## config.mk

```make
export PLATFORM = sky130hd
export DESIGN_NAME = sobel_window_ctrl
export DESIGN_NICKNAME = d
export VERILOG_FILES = /design/src/rtl/sobel_pkg.sv /design/src/rtl/sobel_scan_counter.sv /design/src/rtl/sobel_window_ctrl.sv
export SDC_FILE = /design/constraint.sdc
export NUM_CORES = 1
export LEC_CHECK = 0
export CORE_MARGIN = 2
export CORE_UTILIZATION = 50
export CTS_CLUSTER_DIAMETER = 120
export CTS_CLUSTER_SIZE = 10
export DETAILED_ROUTE_END_ITERATION = 8
export DONT_BUFFER_PORTS = 1
export PLACE_DENSITY = 0.68
export REMOVE_ABC_BUFFERS = 1
export SETUP_SLACK_MARGIN = 0.3
export SYNTH_ARGS = -nofsm -noshare
export SYNTH_HDL_FRONTEND = slang
export SYNTH_SLANG_ARGS = --single-unit
```

## constraint.sdc

```tcl
create_clock -name clk -period 3 [get_ports clk]
set_input_delay 0.6 -clock clk [delete_from_list [all_inputs] [get_ports clk]]
set_output_delay 0.6 -clock clk [all_outputs]
set_load 0.05 [all_outputs]
```

## src/rtl/sobel_pkg.sv

```systemverilog
// sobel_pkg: shared FSM state type and window-count helper for the Sobel window controller
package sobel_pkg;

    typedef enum logic [3:0] {
        S_IDLE,
        S_FILL_RD,
        S_FILL_LD,
        S_CALC,
        S_WRITE,
        S_ADVANCE,
        S_SHIFT,
        S_COL_RD,
        S_COL_LD,
        S_DONE
    } sobel_win_state_t;

    function automatic int win_count(input int k, input int w, input int h);
        return (h - k + 1) * (w - k + 1);
    endfunction

endpackage

```

## src/rtl/sobel_scan_counter.sv

```systemverilog
// sobel_scan_counter: steps the window top-left corner across the image in raster order
//   clk, rst         clock, asynchronous active-high reset
//   clr              zero both coordinates (frame start / abort)
//   adv              one-cycle advance pulse; ignored on the last window
//   win_row/win_col  current window top-left corner
//   eol              window sits at the rightmost column
//   last             window is the final one of the frame
module sobel_scan_counter
    import sobel_pkg::*;
#(
    parameter int KERNEL  = 3,
    parameter int IMG_W   = 640,
    parameter int IMG_H   = 480,
    parameter int COORD_W = 10
) (
    input  logic               clk,
    input  logic               rst,
    input  logic               clr,
    input  logic               adv,
    output logic [COORD_W-1:0] win_row,
    output logic [COORD_W-1:0] win_col,
    output logic               eol,
    output logic               last
);
    localparam logic [COORD_W-1:0] LAST_COL = COORD_W'(IMG_W - KERNEL);
    localparam logic [COORD_W-1:0] LAST_ROW = COORD_W'(IMG_H - KERNEL);

    assign eol  = win_col == LAST_COL;
    assign last = eol && win_row == LAST_ROW;

    // Coordinates freeze on the last window so they stay valid through DONE.
    always_ff @(posedge clk or posedge rst) begin
        if (rst) begin
            win_row <= '0;
            win_col <= '0;
        end else if (clr) begin
            win_row <= '0;
            win_col <= '0;
        end else if (adv && !last) begin
            win_col <= eol ? '0 : win_col + 1'b1;
            win_row <= eol ? win_row + 1'b1 : win_row;
        end
    end
endmodule

```

## src/rtl/sobel_window_ctrl.sv

```systemverilog
// sobel_window_ctrl: scans a KERNEL x KERNEL window over the image, sequencing fetch, gradient and write
//   clk, rst                       clock, asynchronous active-high reset
//   start                          begin a frame (IDLE only)
//   rd_req/rd_row/rd_col/rd_valid  pixel fetch handshake and coordinates
//   load_en/load_idx               write fetched pixel into window slot r*KERNEL+c
//   shift_en                       shift window left one column
//   calc_req/calc_done             gradient handshake
//   wr_req/wr_done                 result write handshake
//   win_row/win_col                window top-left corner
//   busy, image_done               activity flag, end-of-frame pulse
//   abort                          only with SOBEL_WINDOW_CTRL_ABORT_EN: drop the frame, return to IDLE
module sobel_window_ctrl
    import sobel_pkg::*;
#(
    parameter int KERNEL  = 3,
    parameter int IMG_W   = 640,
    parameter int IMG_H   = 480,
    parameter int COORD_W = 10,
    parameter int IDX_W   = 4
) (
`ifdef SOBEL_WINDOW_CTRL_ABORT_EN
    input  logic               abort,
`endif
    input  logic               clk,
    input  logic               rst,
    input  logic               start,
    output logic               rd_req,
    output logic [COORD_W-1:0] rd_row,
    output logic [COORD_W-1:0] rd_col,
    input  logic               rd_valid,
    output logic               load_en,
    output logic [IDX_W-1:0]   load_idx,
    output logic               shift_en,
    output logic               calc_req,
    input  logic               calc_done,
    output logic               wr_req,
    input  logic               wr_done,
    output logic [COORD_W-1:0] win_row,
    output logic [COORD_W-1:0] win_col,
    output logic               busy,
    output logic               image_done
);
    localparam logic [COORD_W-1:0] KM1 = COORD_W'(KERNEL - 1);

    if (KERNEL < 3 || KERNEL % 2 == 0 || IMG_W < KERNEL || IMG_H < KERNEL ||
        win_count(KERNEL, IMG_W, IMG_H) < 1 || (1 << COORD_W) < IMG_W ||
        (1 << COORD_W) < IMG_H || (1 << IDX_W) < KERNEL * KERNEL) begin : g_bad_params
        $error("sobel_window_ctrl: illegal parameter set");
    end

    sobel_win_state_t   state;
    logic [COORD_W-1:0] r;
    logic [COORD_W-1:0] c;
    logic               eol;
    logic               last;
    logic               abort_hit;

`ifdef SOBEL_WINDOW_CTRL_ABORT_EN
    assign abort_hit = abort && state != S_IDLE;
`else
    assign abort_hit = 1'b0;
`endif

    sobel_scan_counter #(
        .KERNEL (KERNEL),
        .IMG_W  (IMG_W),
        .IMG_H  (IMG_H),
        .COORD_W(COORD_W)
    ) u_scan (
        .clk    (clk),
        .rst    (rst),
        .clr    ((state == S_IDLE && start) || abort_hit),
        .adv    (state == S_ADVANCE),
        .win_row(win_row),
        .win_col(win_col),
        .eol    (eol),
        .last   (last)
    );

    assign busy       = state != S_IDLE;
    assign rd_req     = state == S_FILL_RD || state == S_COL_RD;
    assign load_en    = state == S_FILL_LD || state == S_COL_LD;
    assign shift_en   = state == S_SHIFT;
    assign calc_req   = state == S_CALC;
    assign wr_req     = state == S_WRITE;
    assign image_done = state == S_DONE;
    assign rd_row     = win_row + r;
    assign rd_col     = win_col + c;
    assign load_idx   = IDX_W'(r * KERNEL + c);

    always_ff @(posedge clk or posedge rst) begin
        if (rst) begin
            state <= S_IDLE;
            r     <= '0;
            c     <= '0;
        end else if (abort_hit) begin
            state <= S_IDLE;
            r     <= '0;
            c     <= '0;
        end else begin
            case (state)
                S_IDLE: if (start) begin
                    state <= S_FILL_RD;
                    r     <= '0;
                    c     <= '0;
                end
                S_FILL_RD: if (rd_valid) state <= S_FILL_LD;
                // Row-major walk: c wraps into r.
                S_FILL_LD: begin
                    c     <= (c == KM1) ? '0 : c + 1'b1;
                    r     <= (c != KM1) ? r : (r == KM1) ? '0 : r + 1'b1;
                    state <= (c == KM1 && r == KM1) ? S_CALC : S_FILL_RD;
                end
                S_CALC: if (calc_done) state <= S_WRITE;
                S_WRITE: if (wr_done) state <= S_ADVANCE;
                // A new row needs a full refill; within a row only one column is new.
                S_ADVANCE: begin
                    if (last) state <= S_DONE;
                    else if (eol) begin
                        state <= S_FILL_RD;
                        r     <= '0;
                        c     <= '0;
                    end else state <= S_SHIFT;
                end
                S_SHIFT: begin
                    r     <= '0;
                    c     <= KM1;
                    state <= S_COL_RD;
                end
                S_COL_RD: if (rd_valid) state <= S_COL_LD;
                S_COL_LD: begin
                    r     <= (r == KM1) ? '0 : r + 1'b1;
                    state <= (r == KM1) ? S_CALC : S_COL_RD;
                end
                S_DONE: state <= S_IDLE;
                default: state <= S_IDLE;
            endcase
        end
    end
endmodule
```

* Yosys cells after proc, flatten, opt, wreduce, memory -nomap -nowiden *
Cells that the tools add are included.

storage, ports and cells
  register bits after elaboration = 44
  bits in writable memories = 0
  bits in read-only memories = 0
  input bits = 6
  bits in latches = 0
  output and inout port bits = 51
  memories = 0
  word-level logic and storage cells = 76

operators by class
  reduce and logical (&&, ||, !) cells = 17
  multiply operators = 1
  equal/unequal tests = 22
  shifts and indexed selects = 0
  add/sub/neg operators = 7
  mux-type cells = 24
  order comparisons = 0
  bitwise gates (word level) = 0
  div/mod/pow operators = 0

operators with widths
  kind                     count
  $mux W10                 12
  $pmux W10 S5             1
  $add A10 B1 Y10 const B  4
  $pmux W10 S4             1
  $pmux W4 S9              1
  $mux W4                  6
  $add A10 B10 Y10         2
  $eq A10 B2 Y1 const B    2
  $eq A4 B3 Y1 const B     4
  $ne A2 B2 Y1 const B     6
  $eq A10 B10 Y1 const B   1
  $eq A10 B9 Y1 const B    1
  $mul A10 B2 Y4 const B   1
  $ne A10 B2 Y1 const B    1
  $reduce_and A5 Y1        2
  $eq A4 B2 Y1 const B     2
  $eq A4 B4 Y1 const B     2
  $reduce_bool A4 Y1       2
  $mux W3                  2
  $reduce_bool A5 Y1       1
  $add A4 B4 Y4            1
  $eq A4 B1 Y1 const B     1
  $logic_and A1 B1 Y1      4
  $logic_not A4 Y1         1
  7 further kinds          10

* Depth between registers and ports, before layout *
  depth after elaboration = 6
  depth in mapped cells = 9
  depth with buffers taken out = 8

* By module *
From an unflattened synthesis, not the netlist that was laid out.

second synthesis, totals
  cells, all modules = 427
  area total of the unflattened synthesis = 3738.6 µm²

modules (own cells, without submodules)
  module              cells each  instances  seq. area each (µm²)  area each (µm²)
  sobel_window_ctrl   296         1          600.6                 2524.9
  sobel_scan_counter  131         1          500.5                 1213.7

* Worst setup path before layout *
Ideal clock, no wire load.

  path type = register -> output
  start point = register u_scan.win_row[0]
  end point = output port rd_row[8]
  arrival time = 2.670 ns
  buffers on the path = 0
  data required time = 2.400 ns
  slack = -0.270 ns
  cell stages (with the launch flop) = 9
  path through = dfrtp_1 > ha_1 > inv_1 > fa_1 > nor2b_1 > o21a_1 > o21ai_0 > a21oi_1 > xor2_1

between the ends
  cells in the longest elaborated chain, start to end = 1

RTL lines
  element                   line                      RTL
  start: declaration        sobel_scan_counter.sv:20  output logic [COORD_W-1:0] win_row,
  start signal: assignment  sobel_scan_counter.sv:41  win_row <= eol ? win_row + 1'b1 : win_row;
  $add A10 B10 Y10          sobel_window_ctrl.sv:87   assign rd_row = win_row + r;
  end: declaration          sobel_window_ctrl.sv:28   output logic [COORD_W-1:0] rd_row,

Every way passes these cells.

* Worst setup path in the final report *
  start point = register u_scan.win_row[5]
  end point = output port rd_row[9]

Same word-level chain as after synthesis.

==> results.json <==
{
  "hold_viol": 0,
  "cts.htree.levels": 2,
  "dieArea_mm2": 0.00811,
  "max_freq_mhz": 331,
  "dp_cells": 557,
  "fin_crit_ps": 3020,
  "clkTransAtPathRegs_ps": 80,
  "clock_path_buffers": 2,
  "rsz0062_at_grt": "true",
  "combPwrFrac_pct": 64.4,
  "ys_async_sr_fraction_pct": 100,
  "slew_headroom_pct": 53.9,
  "ir_drop_uv": 710,
  "routed_wirelength_mm": 10.4,
  "syn_inst": 426,
  "syn_to_final_growth_pct": 26.2,
  "synth-seq-cells": 44,
  "finalSetupTns_ps": -23.9,
  "cts_tree": "yes",
  "holdBufCountCts": 0,
  "dieHeight_um": 90.1,
  "power_density_mw_per_mm2": 755,
  "r2r_start": "r[0]$_DFFE_PP0P_",
  "drt_iter0_drc": 253,
  "final_cell_mix": "buf_4, dfrtp_1, nand2_1",
  "violations": "negative setup slack",
  "grt_pass1_wl_mm": 16.8,
  "finalMaxSlewViolations": 0,
  "drt-wirelength-per-cell_um": 17.7,
  "worst_skew_pair.late_latency_ps": 300,
  "p_sw_share_pct": 54.2,
  "worstMarginPinSlew_ps": 689,
  "fp-row-count": 31,
  "path_delay_family": "flip-flops",
  "finalCritPeriodShare_pct": 101,
  "p_leak_nw": 2.04,
  "numClockSinks": 44,
  "startpoint": "u_scan.win_row[5]$_DFFE_PP0P_",
  "path_class": "register to output pin",
  "drive_gt1_share_pct": 28.0,
  "diodes": 0,
  "max_cap_violations": 0,
  "io_buffers": 0,
  "stdcell_count": 585,
  "power_frac_seq_pct": 24.4,
  "critPathSlowestCell": "dfrtp_2",
  "hp-class": "primary input to asynchronous set/reset pin",
  "vias_per_cell": 6.18,
  "track_usage_pct": 25.2,
  "antenna_found_initial": 0,
  "grt_overflow": 0,
  "max_stage_delay_ps": 570,
  "final_common_cell": "buf_4",
  "critPathLaunchType": "register",
  "yosysWarningCount": 0,
  "vias": 3614,
  "die_w_um": 90.1,
  "dr.pass1.iters": 5,
  "clkPwrFrac_pct": 11.3,
  "cts_root_buf": "clkbuf_8",
  "synth_flop_cell": "dfrtp_1",
  "yosysSeqAreaShare_pct": 29.7,
  "grt_pass1_vias": 3475,
  "finalSetupViolations": 1,
  "path_buf_inv": 1,
  "worstPathCellList": "ha_4, or3_4, o41a_1, a31o_2, a21oi_2, xnor2_1, bufbuf_16",
  "setup_slack_ps": -23.9,
  "crit_fanout": 3,
  "place_congestion": 0.930,
  "drc_errors": 0,
  "syn_area_mm2": 0.00370,
  "core_mm2": 0.00721,
  "finalClockSkew_ps": 3.06,
  "cts_buffers": 5,
  "synth_edf_count": 0,
  "required_ps": 2400,
  "ys_types": 59,
  "hpwl_mm": 7.25,
  "avgSynthCellArea_um2": 8.70,
  "internal_power_mw": 1.62,
  "cp-end-kind": "output pin",
  "nets": 527,
  "drtAntennaViolNets": 0,
  "pin_count": 57,
  "switching_power_mw": 1.91,
  "start_util_pct": 51.4,
  "grt_max_degree": 45,
  "status": "finished with violations",
  "cp.arrival_ps": 2420
}
==> cell usage after synthesis (all sizes together) (4+ instances only) <==
| cell | count | area, um2 |
|---|---|---|
| dfrtp | 44 | 1100 |
| nor3 | 16 | 80.1 |
| and3 | 7 | 48.8 |
| xor2 | 10 | 87.6 |
| a21oi | 31 | 166 |
| inv | 29 | 109 |
| buf | 6 | 53.8 |
| nor2b | 4 | 25.0 |
| ha | 31 | 388 |
| xnor2 | 14 | 123 |
| a31oi | 4 | 25.0 |
| o31ai | 17 | 128 |
| nor4 | 7 | 73.8 |
| nand2 | 30 | 113 |
| nand2b | 6 | 37.5 |
| fa | 5 | 100 |
| nand3 | 15 | 75.1 |
| o21a | 5 | 37.5 |
| a211o | 5 | 43.8 |
| clkbuf | 8 | 30.0 |
| nand4 | 14 | 93.8 |
| and2 | 6 | 37.5 |
| nor2 | 27 | 101 |
| o21ai | 33 | 165 |
| or3 | 6 | 37.5 |
| o211ai | 5 | 42.5 |
==> final timing paths <==
kind	to	slack (ps)	cells past startpoint
min reg2reg	c[9]$_DFFE_PP0P_	550	1
min	u_scan.win_col[8]$_DFFE_PP0P_	310	2
max	rd_row[9]	-20	7
max in group asynchronous	c[3]$_DFFE_PP0P_	2250	2
max reg2reg	r[7]$_DFFE_PP0P_	450	9
min in group clk	c[9]$_DFFE_PP0P_	550	1
==> registers in the layout, indices dropped and copies added, names as in the netlist <==
| register | cells |
|---|---|
| r | 10 |
| c | 10 |
| u_scan.win_row | 10 |
| state | 4 |
| u_scan.win_col | 10 |
==> area by class of cell <==
class | count | area, um2
multi-input cells | 339 | 2650
fillers | 603 | 2540
repair buffers | 66 | 594
flip-flops and latches | 44 | 1110
inverters | 29 | 109
well taps | 99 | 124
clock buffers | 8 | 90.1
==> repair_timing <==
item	CTS	global route
endpoints found under the setup margin	13	21
pin swaps	22	18
buffers inserted	12	8
resized for setup	45	23
endpoints found under the hold margin	0	0
cloned	0	0
==> worst register-to-register path: cells and delay by family, from the launching register on <==
family | cells | cell delay [ps]
AOI/OAI and AO/OA | 4 | 800
and+or+nand+nor | 1 | 650
DFF | 1 | 450
buffers and inverters | 3 | 380
adders and majority gates | 1 | 140
==> power by group through the flow <==
stage          Clock (mW)  Combinational, mW  Sequential [mW]
2_1_floorplan           0               1.41            0.960
3_3_place_gp            0               1.97            0.865
3_5_place_dp            0               2.00            0.870
4_1_cts             0.405               2.16            0.849
5_1_grt             0.430               2.42            0.879
6_report            0.397               2.27            0.860
==> kinds of logic after synthesis <==
logic type,after synthesis,synth area share (%)
muxes,1,0.270
AOI/OAI and AO/OA,125,23.0
and+or+nand+nor,153,23.0
buffers and inverters,43,5.20
xor gates and xnor gates,24,5.67
DFF,44,29.7
adders and majority gates,36,13.2
==> routing by layer <==
metal / wire, um / part of all wire (%) / GRT usage, % / vias to the layer above
li1: - / - / - / 1694
met1: 4670 / 45 / 34.8 / 1769
met2: 4920 / 47 / 40.6 / 131
met3: 610 / 5.9 / 4.27 / 20
met4: 168 / 1.6 / 7.56 / 0
met5: 0 / 0 / 0 / -
==> through the flow <==
| stage | instance area (um2) | setup slack (ps) | hold WS [ps] | power [mW] | util, % |
|---|---|---|---|---|---|
| 2_1_floorplan | 3620 | -270 | 497 | 2.37 | - |
| 3_3_place_gp | 4140 | 132 | 516 | 2.83 | 57.4 |
| 3_5_place_dp | 4140 | 113 | 544 | 2.87 | 57.4 |
| 4_1_cts | 4490 | -32.7 | 349 | 3.41 | 62.3 |
| 5_1_grt | 4680 | -98.9 | 385 | 3.73 | 64.8 |
| 6_report | 4680 | -23.9 | 315 | 3.53 | 64.8 |
No activity file was read; power rests on OpenSTA's default activity.
